## src/rtl/ex_operand_stage_if.sv

```systemverilog
// Signal bundle between decode/forwarding logic and the ID/EX operand stage.
// The master side drives decode, pipeline-control and forwarding inputs; the slave side is the stage.
interface ex_operand_stage_if #(
    parameter int DATA_WIDTH     = 32,
    parameter int OPCODE_LENGTH  = 4,
    parameter int REG_ADDR_WIDTH = 5
);
    logic                      id_valid;
    logic [DATA_WIDTH-1:0]     id_rs1_data;
    logic [DATA_WIDTH-1:0]     id_rs2_data;
    logic [DATA_WIDTH-1:0]     id_imm;
    logic [REG_ADDR_WIDTH-1:0] id_rs1;
    logic [REG_ADDR_WIDTH-1:0] id_rs2;
    logic [REG_ADDR_WIDTH-1:0] id_rd;
    logic                      id_alu_src;
    logic [OPCODE_LENGTH-1:0]  id_alu_op;
    logic                      id_reg_write;
    logic                      id_mem_read;
    logic                      id_mem_write;

    logic                      stall;
    logic                      flush;

    logic                      exm_reg_write;
    logic [REG_ADDR_WIDTH-1:0] exm_rd;
    logic [DATA_WIDTH-1:0]     exm_result;
    logic                      wb_reg_write;
    logic [REG_ADDR_WIDTH-1:0] wb_rd;
    logic [DATA_WIDTH-1:0]     wb_data;

    logic [DATA_WIDTH-1:0]     SrcA;
    logic [DATA_WIDTH-1:0]     SrcB;
    logic [OPCODE_LENGTH-1:0]  Operation;
    logic [DATA_WIDTH-1:0]     ex_store_data;
    logic [REG_ADDR_WIDTH-1:0] ex_rd;
    logic                      ex_valid;
    logic                      ex_reg_write;
    logic                      ex_mem_read;
    logic                      ex_mem_write;
    logic                      load_use_hazard;

    modport master (
        output id_valid, id_rs1_data, id_rs2_data, id_imm, id_rs1, id_rs2, id_rd,
               id_alu_src, id_alu_op, id_reg_write, id_mem_read, id_mem_write,
               stall, flush,
               exm_reg_write, exm_rd, exm_result, wb_reg_write, wb_rd, wb_data,
        input  SrcA, SrcB, Operation, ex_store_data, ex_rd,
               ex_valid, ex_reg_write, ex_mem_read, ex_mem_write, load_use_hazard
    );

    modport slave (
        input  id_valid, id_rs1_data, id_rs2_data, id_imm, id_rs1, id_rs2, id_rd,
               id_alu_src, id_alu_op, id_reg_write, id_mem_read, id_mem_write,
               stall, flush,
               exm_reg_write, exm_rd, exm_result, wb_reg_write, wb_rd, wb_data,
        output SrcA, SrcB, Operation, ex_store_data, ex_rd,
               ex_valid, ex_reg_write, ex_mem_read, ex_mem_write, load_use_hazard
    );
endinterface

```

## src/rtl/ex_operand_stage.sv

```systemverilog
// ID/EX pipeline register with EX/MEM and MEM/WB operand forwarding and load-use bubble insertion.
// Registered outputs appear one edge after capture; forwarding and the hazard flag are combinational.
module ex_operand_stage #(
    parameter int DATA_WIDTH     = 32,
    parameter int OPCODE_LENGTH  = 4,
    parameter int REG_ADDR_WIDTH = 5
) (
    input  logic               clk,
    input  logic               reset,
    ex_operand_stage_if.slave  bus
);

    typedef struct packed {
        logic                      valid;
        logic [DATA_WIDTH-1:0]     rs1_data;
        logic [DATA_WIDTH-1:0]     rs2_data;
        logic [DATA_WIDTH-1:0]     imm;
        logic [REG_ADDR_WIDTH-1:0] rs1;
        logic [REG_ADDR_WIDTH-1:0] rs2;
        logic [REG_ADDR_WIDTH-1:0] rd;
        logic                      alu_src;
        logic [OPCODE_LENGTH-1:0]  alu_op;
        logic                      reg_write;
        logic                      mem_read;
        logic                      mem_write;
    } ex_state_t;

    ex_state_t             ex_q;
    ex_state_t             ex_d;
    ex_state_t             id_instr;
    logic                  hazard;
    logic [DATA_WIDTH-1:0] fwd_rs1;
    logic [DATA_WIDTH-1:0] fwd_rs2;

    // EX/MEM beats MEM/WB; x0 is hard-wired zero and never takes a forwarded value.
    function automatic logic [DATA_WIDTH-1:0] forward(
        input logic [REG_ADDR_WIDTH-1:0] rs,
        input logic [DATA_WIDTH-1:0]     reg_data,
        input logic                      exm_we,
        input logic [REG_ADDR_WIDTH-1:0] exm_dst,
        input logic [DATA_WIDTH-1:0]     exm_val,
        input logic                      wb_we,
        input logic [REG_ADDR_WIDTH-1:0] wb_dst,
        input logic [DATA_WIDTH-1:0]     wb_val
    );
        if (rs == '0)                         return reg_data;
        else if (exm_we && (exm_dst == rs))   return exm_val;
        else if (wb_we && (wb_dst == rs))     return wb_val;
        else                                  return reg_data;
    endfunction

    always_comb begin
        id_instr           = '0;
        id_instr.valid     = bus.id_valid;
        id_instr.rs1_data  = bus.id_rs1_data;
        id_instr.rs2_data  = bus.id_rs2_data;
        id_instr.imm       = bus.id_imm;
        id_instr.rs1       = bus.id_rs1;
        id_instr.rs2       = bus.id_rs2;
        id_instr.rd        = bus.id_rd;
        id_instr.alu_src   = bus.id_alu_src;
        id_instr.alu_op    = bus.id_alu_op;
        id_instr.reg_write = bus.id_reg_write;
        id_instr.mem_read  = bus.id_mem_read;
        id_instr.mem_write = bus.id_mem_write;
    end

    // Conservative: rs2 is compared even for instructions that never read it.
    assign hazard = ex_q.valid && ex_q.mem_read && (ex_q.rd != '0) && bus.id_valid &&
                    ((ex_q.rd == bus.id_rs1) || (ex_q.rd == bus.id_rs2));

    always_comb begin
        // NOTE: ex_d gets a default before any branch, so no path leaves it unassigned and no latch is inferred.
        ex_d = '0;
        if (bus.flush)                  ex_d = '0;
        else if (bus.stall)             ex_d = ex_q;
        else if (hazard)                ex_d = '0;
        else if (bus.id_valid)          ex_d = id_instr;
        else                            ex_d = '0;
    end

    always_ff @(posedge clk or posedge reset) begin
        // NOTE: state registers use non-blocking assignments so every flop samples pre-edge values.
        if (reset) ex_q <= '0;
        else       ex_q <= ex_d;
    end

    always_comb begin
        fwd_rs1 = forward(ex_q.rs1, ex_q.rs1_data, bus.exm_reg_write, bus.exm_rd, bus.exm_result,
                          bus.wb_reg_write, bus.wb_rd, bus.wb_data);
        fwd_rs2 = forward(ex_q.rs2, ex_q.rs2_data, bus.exm_reg_write, bus.exm_rd, bus.exm_result,
                          bus.wb_reg_write, bus.wb_rd, bus.wb_data);
    end

    assign bus.SrcA            = fwd_rs1;
    assign bus.SrcB            = ex_q.alu_src ? ex_q.imm : fwd_rs2;
    assign bus.ex_store_data   = fwd_rs2;
    assign bus.Operation       = ex_q.alu_op;
    assign bus.ex_rd           = ex_q.rd;
    assign bus.ex_valid        = ex_q.valid;
    assign bus.ex_reg_write    = ex_q.reg_write;
    assign bus.ex_mem_read     = ex_q.mem_read;
    assign bus.ex_mem_write    = ex_q.mem_write;
    assign bus.load_use_hazard = hazard;

endmodule

```

## src/flat_wrapper.sv

```systemverilog
// flat-port wrapper written by rule: the top's interface ports become plain ports
module ex_operand_stage_flat 
#(
    parameter int DATA_WIDTH     = 32,
    parameter int OPCODE_LENGTH  = 4,
    parameter int REG_ADDR_WIDTH = 5
)
  (clk, reset, bus_id_valid, bus_id_rs1_data, bus_id_rs2_data, bus_id_imm, bus_id_rs1, bus_id_rs2, bus_id_rd, bus_id_alu_src, bus_id_alu_op, bus_id_reg_write, bus_id_mem_read, bus_id_mem_write, bus_stall, bus_flush, bus_exm_reg_write, bus_exm_rd, bus_exm_result, bus_wb_reg_write, bus_wb_rd, bus_wb_data, bus_SrcA, bus_SrcB, bus_Operation, bus_ex_store_data, bus_ex_rd, bus_ex_valid, bus_ex_reg_write, bus_ex_mem_read, bus_ex_mem_write, bus_load_use_hazard);
  ex_operand_stage_if #(.DATA_WIDTH(DATA_WIDTH), .OPCODE_LENGTH(OPCODE_LENGTH), .REG_ADDR_WIDTH(REG_ADDR_WIDTH)) bus_i ();
  input  logic clk;
  input  logic reset;
  input wire logic [$bits(bus_i.id_valid)-1:0] bus_id_valid;
  input wire logic [$bits(bus_i.id_rs1_data)-1:0] bus_id_rs1_data;
  input wire logic [$bits(bus_i.id_rs2_data)-1:0] bus_id_rs2_data;
  input wire logic [$bits(bus_i.id_imm)-1:0] bus_id_imm;
  input wire logic [$bits(bus_i.id_rs1)-1:0] bus_id_rs1;
  input wire logic [$bits(bus_i.id_rs2)-1:0] bus_id_rs2;
  input wire logic [$bits(bus_i.id_rd)-1:0] bus_id_rd;
  input wire logic [$bits(bus_i.id_alu_src)-1:0] bus_id_alu_src;
  input wire logic [$bits(bus_i.id_alu_op)-1:0] bus_id_alu_op;
  input wire logic [$bits(bus_i.id_reg_write)-1:0] bus_id_reg_write;
  input wire logic [$bits(bus_i.id_mem_read)-1:0] bus_id_mem_read;
  input wire logic [$bits(bus_i.id_mem_write)-1:0] bus_id_mem_write;
  input wire logic [$bits(bus_i.stall)-1:0] bus_stall;
  input wire logic [$bits(bus_i.flush)-1:0] bus_flush;
  input wire logic [$bits(bus_i.exm_reg_write)-1:0] bus_exm_reg_write;
  input wire logic [$bits(bus_i.exm_rd)-1:0] bus_exm_rd;
  input wire logic [$bits(bus_i.exm_result)-1:0] bus_exm_result;
  input wire logic [$bits(bus_i.wb_reg_write)-1:0] bus_wb_reg_write;
  input wire logic [$bits(bus_i.wb_rd)-1:0] bus_wb_rd;
  input wire logic [$bits(bus_i.wb_data)-1:0] bus_wb_data;
  output wire logic [$bits(bus_i.SrcA)-1:0] bus_SrcA;
  output wire logic [$bits(bus_i.SrcB)-1:0] bus_SrcB;
  output wire logic [$bits(bus_i.Operation)-1:0] bus_Operation;
  output wire logic [$bits(bus_i.ex_store_data)-1:0] bus_ex_store_data;
  output wire logic [$bits(bus_i.ex_rd)-1:0] bus_ex_rd;
  output wire logic [$bits(bus_i.ex_valid)-1:0] bus_ex_valid;
  output wire logic [$bits(bus_i.ex_reg_write)-1:0] bus_ex_reg_write;
  output wire logic [$bits(bus_i.ex_mem_read)-1:0] bus_ex_mem_read;
  output wire logic [$bits(bus_i.ex_mem_write)-1:0] bus_ex_mem_write;
  output wire logic [$bits(bus_i.load_use_hazard)-1:0] bus_load_use_hazard;
  assign bus_i.id_valid = bus_id_valid;
  assign bus_i.id_rs1_data = bus_id_rs1_data;
  assign bus_i.id_rs2_data = bus_id_rs2_data;
  assign bus_i.id_imm = bus_id_imm;
  assign bus_i.id_rs1 = bus_id_rs1;
  assign bus_i.id_rs2 = bus_id_rs2;
  assign bus_i.id_rd = bus_id_rd;
  assign bus_i.id_alu_src = bus_id_alu_src;
  assign bus_i.id_alu_op = bus_id_alu_op;
  assign bus_i.id_reg_write = bus_id_reg_write;
  assign bus_i.id_mem_read = bus_id_mem_read;
  assign bus_i.id_mem_write = bus_id_mem_write;
  assign bus_i.stall = bus_stall;
  assign bus_i.flush = bus_flush;
  assign bus_i.exm_reg_write = bus_exm_reg_write;
  assign bus_i.exm_rd = bus_exm_rd;
  assign bus_i.exm_result = bus_exm_result;
  assign bus_i.wb_reg_write = bus_wb_reg_write;
  assign bus_i.wb_rd = bus_wb_rd;
  assign bus_i.wb_data = bus_wb_data;
  assign bus_SrcA = bus_i.SrcA;
  assign bus_SrcB = bus_i.SrcB;
  assign bus_Operation = bus_i.Operation;
  assign bus_ex_store_data = bus_i.ex_store_data;
  assign bus_ex_rd = bus_i.ex_rd;
  assign bus_ex_valid = bus_i.ex_valid;
  assign bus_ex_reg_write = bus_i.ex_reg_write;
  assign bus_ex_mem_read = bus_i.ex_mem_read;
  assign bus_ex_mem_write = bus_i.ex_mem_write;
  assign bus_load_use_hazard = bus_i.load_use_hazard;
  ex_operand_stage #(.DATA_WIDTH(DATA_WIDTH), .OPCODE_LENGTH(OPCODE_LENGTH), .REG_ADDR_WIDTH(REG_ADDR_WIDTH)) u_core (.clk(clk), .reset(reset), .bus(bus_i));
endmodule
```

## config.mk

```make
export PLATFORM = sky130hd
export DESIGN_NAME = ex_operand_stage_flat
export DESIGN_NICKNAME = d
export VERILOG_FILES = /design/src/rtl/ex_operand_stage_if.sv /design/src/rtl/ex_operand_stage.sv /design/src/flat_wrapper.sv
export SDC_FILE = /design/constraint.sdc
export NUM_CORES = 1
export LEC_CHECK = 0
export BUFFER_PORTS_ARGS = -buffer_cell sky130_fd_sc_hd__clkbuf_2
export CAP_MARGIN = 20
export CORE_ASPECT_RATIO = 1.1
export CORE_UTILIZATION = 44
export CTS_CLUSTER_SIZE = 30
export DETAILED_ROUTE_END_ITERATION = 16
export PLACE_DENSITY = 0.77
export SETUP_SLACK_MARGIN = 0.02
export SYNTH_ARGS = -nofsm -noshare
export SYNTH_HDL_FRONTEND = slang
export SYNTH_SLANG_ARGS = --single-unit
```

## constraint.sdc

```tcl
create_clock -name clk -period 3.8 [get_ports clk]
set_input_delay 0.76 -clock clk [delete_from_list [all_inputs] [get_ports clk]]
set_output_delay 0.76 -clock clk [all_outputs]
set_load 0.03 [all_outputs]
```

==> results.py <==
metrics = {
    "clock_tree": {
        "clk_pin_slew_ns": 0.05,
        "cts_buffers": 17,
        "cts_root_buf": "clkbuf_16",
        "cts_tree": "yes",
        "cts_resized": 0,
        "post_cts_buffers": 0,
        "hold_buffers": 0,
        "clk_path_buf_depth": 2,
        "h-tree-depth": 4,
        "cts.sinks": 120,
        "clkLatencyLatePin_ns": 0.42,
    },
    "global_route": {
        "grtUsageTotal_pct": 31.15,
        "grt_pass1_wl_um": 39240,
        "grt_max_degree": 66,
        "grt_pass1_vias": 7197,
        "antenna_found_initial": 2,
        "overflow": 0,
    },
    "synth": {
        "synth_flop_cell": "dfrtp_1",
        "syn_inst": 748,
        "synth_area_mm2": 0.007199,
        "yosysMostFrequentCell": "dfrtp_1",
        "synth_area_leaders": "dfrtp_1 (42%), a22o_1 (14%), o2bb2ai_2 (6.3%)",
        "synth_edf_count": 0,
        "synth_top_area_cell": "dfrtp_1",
        "yosysSeqAreaShare_pct": 41.71,
        "syn_area_per_cell_um2": 9.625,
        "ys_ff_latch": 120,
        "synth_top_cell_area_share_pct": 41.71,
        "yosys-top-cells-count": "dfrtp_1 (120), a22o_1 (119), inv_1 (65), clkbuf_1 (60), nand2_1 (39)",
        "ys_types": 34,
        "ys_warn_count": 0,
        "ys_async_sr_fraction_pct": 100.0,
        "synth_fp_nets": 948,
    },
    "timing": {
        "worst_slew_pin_slew_ns": 1.097,
        "rsz0062_at_grt": "false",
        "max_freq_mhz": 276.6,
        "whs_ns": 0.4215,
        "fin_crit_ns": 3.616,
        "fin_tns_setup_ns": 0,
        "clock_skew_ns": 0.005626,
        "drv_slew": 0,
        "setup_viol": 0,
        "hold_viol_final": 0,
        "period_share_pct": 95.15,
        "relSlewSlack_pct": 26.62,
    },
    "power": {
        "p_total_mw": 3.615,
        "p_leak_nw": 4.591,
        "internal-power_mw": 2.557,
        "clockPowerShare_pct": 42.8,
        "seq_power_share_pct": 37.9,
        "power_frac_comb_pct": 19.3,
        "switching_share_pct": 29.26,
        "power_density_mw_per_mm2": 381.3,
        "p_switching_mw": 1.058,
        "ir_drop_mv": 0.2617,
    },
    "place": {
        "placed_area_mm2": 0.008899,
        "dp.cells": 1193,
        "gp_congestion": 0.8557,
        "dp_hpwl_um": 18880,
        "place.port_buffers": 309,
    },
    "die": {
        "io_pins": 310,
        "start_util_pct": 45.41,
        "die_h_um": 136.2,
        "rows": 48,
        "core_area_mm2": 0.01586,
        "die_w_um": 124.0,
        "dieArea_mm2": 0.01688,
    },
    "critical_path": {
        "reg2reg_depth": 6,
        "end_kind": "primary output",
        "critPathMaxFanout": 17,
        "crit_path_start_kind": "register",
        "crit_type": "register to primary output",
        "crit_required_ns": 3.04,
        "worstSetupStartpoint": "u_core.ex_q[14]$_DFFE_PP0P_",
        "critPathArrivalTime_ns": 2.86,
        "reg2reg_from": "u_core.bus.ex_rd[4]$_DFFE_PP0P_",
        "endpoint": "bus_SrcB[22]",
        "ff2ff_setup_slack_ns": 1.81,
        "r2r-end": "u_core.ex_q[108]$_DFFE_PP0P_",
    },
    "detailed_routing": {
        "ant_nets": 0,
        "drt_iter0_markers": 583,
        "wl_per_cell_um": 21.28,
        "viasPerCell": 6.012,
        "firstDrtPassIters": 5,
        "num_vias": 7377,
        "drc_errors": 0,
        "drt_wl_total_um": 26110,
    },
    "flow_run": {
        "drv_cap": 0,
    },
    "layout": {
        "fill_cells": 1404,
        "nets": 1213,
        "stdcell_count": 1227,
        "stdcell_area_mm2": 0.009479,
        "area_delta_synth_final_pct": 31.66,
        "drive_above_1_share_pct": 39.47,
    },
    "run_status": {
        "outcome": "complete, no violations",
    },
    "min_path": {
        "hold_class": "input pin to asynchronous set/reset pin",
    },
}
cell usage in the layout, fill, tap and decap left out, drive strengths merged, types with 32 or more instances in the layout:
cell type    n
o221ai      32
a32oi       32
a31oi       32
o2bb2ai     32
nand3       35
inv         64
a22o       119
o21ai       33
nand2       39
clkbuf     332
dfrtp      120
nor2b       33
nor3        34
state kept, by name, indices dropped and copies added, names as in the netlist:
| name | cells |
|---|---|
| u_core.bus.ex_mem_read | 1 |
| u_core.bus.ex_rd | 5 |
| u_core.bus.ex_valid | 1 |
| u_core.bus.ex_mem_write | 1 |
| u_core.bus.Operation | 4 |
| u_core.ex_q | 107 |
| u_core.bus.ex_reg_write | 1 |
critical path, stage by stage (launching register included):
cell,delay (ns)
dfrtp_1,0.43
or4_4,0.56
nor2_4,0.13
buf_4,0.32
or2_2,0.44
buf_12,0.20
o21ai_0,0.12
clkbuf_2,0.21
per-stage QoR:
step / worst slack, ns / utilization [%]
2_1_floorplan: 0.6834 / -
3_3_place_gp: 0.3910 / 56.12
3_5_place_dp: 0.3255 / 56.12
4_1_cts: 0.1645 / 59.64
5_1_grt: 0.06176 / 59.79
6_report: 0.1843 / 59.79
final cells by class:
class	count	area, µm²	area share [%]
Clock buffer	23	457.9	4.831
Antenna cell	1	2.502	0.02640
Sequential cell	120	3004	31.69
Inverter	65	247.7	2.614
Clock inverter	9	100.1	1.056
Multi-Input combinational cell	474	3587	37.84
Timing Repair Buffer	335	1829	19.30
Tap cell	200	250.2	2.640
worst min path at each step:
stage	start	end	slack, ns	cells after the start
floorplan	u_core.ex_q[100]$_DFFE_PP0P_	u_core.ex_q[100]$_DFFE_PP0P_	0.47	1
global route	reset	u_core.ex_q[18]$_DFFE_PP0P_	0.44	3
global placement	u_core.ex_q[90]$_DFFE_PP0P_	u_core.ex_q[90]$_DFFE_PP0P_	0.49	1
finish	reset	u_core.ex_q[18]$_DFFE_PP0P_	0.42	3
CTS	u_core.ex_q[47]$_DFFE_PP0P_	u_core.ex_q[47]$_DFFE_PP0P_	0.51	1
detailed placement	u_core.bus.Operation[0]$_DFFE_PP0P_	u_core.bus.Operation[0]$_DFFE_PP0P_	0.49	1
logic make-up after synthesis:
family / synth area share [%]
buf+inv: 9.141
simple gates: 11.23
xor+xnor: 3.650
compound gates: 34.27
flops: 41.71
layer usage:
layer | track usage [%] | vias up | share of wire, %
met2 | 50.46 | 418 | 49
met4 | 14.81 | 2 | 2.9
met5 | 0 | - | 0.050
met1 | 38.51 | 3553 | 39
met3 | 7.928 | 59 | 8.8
li1 | - | 3345 | -
power by group through the flow:
stage / combinational [mW] / sequential (mW) / clock [mW]
6_report: 0.697 / 1.37 / 1.55
5_1_grt: 0.747 / 1.37 / 1.62
4_1_cts: 0.693 / 1.37 / 1.56
3_5_place_dp: 0.690 / 1.39 / 0
3_3_place_gp: 0.681 / 1.39 / 0
2_1_floorplan: 0.409 / 1.38 / 0
(Power assumes the default switching activity.)
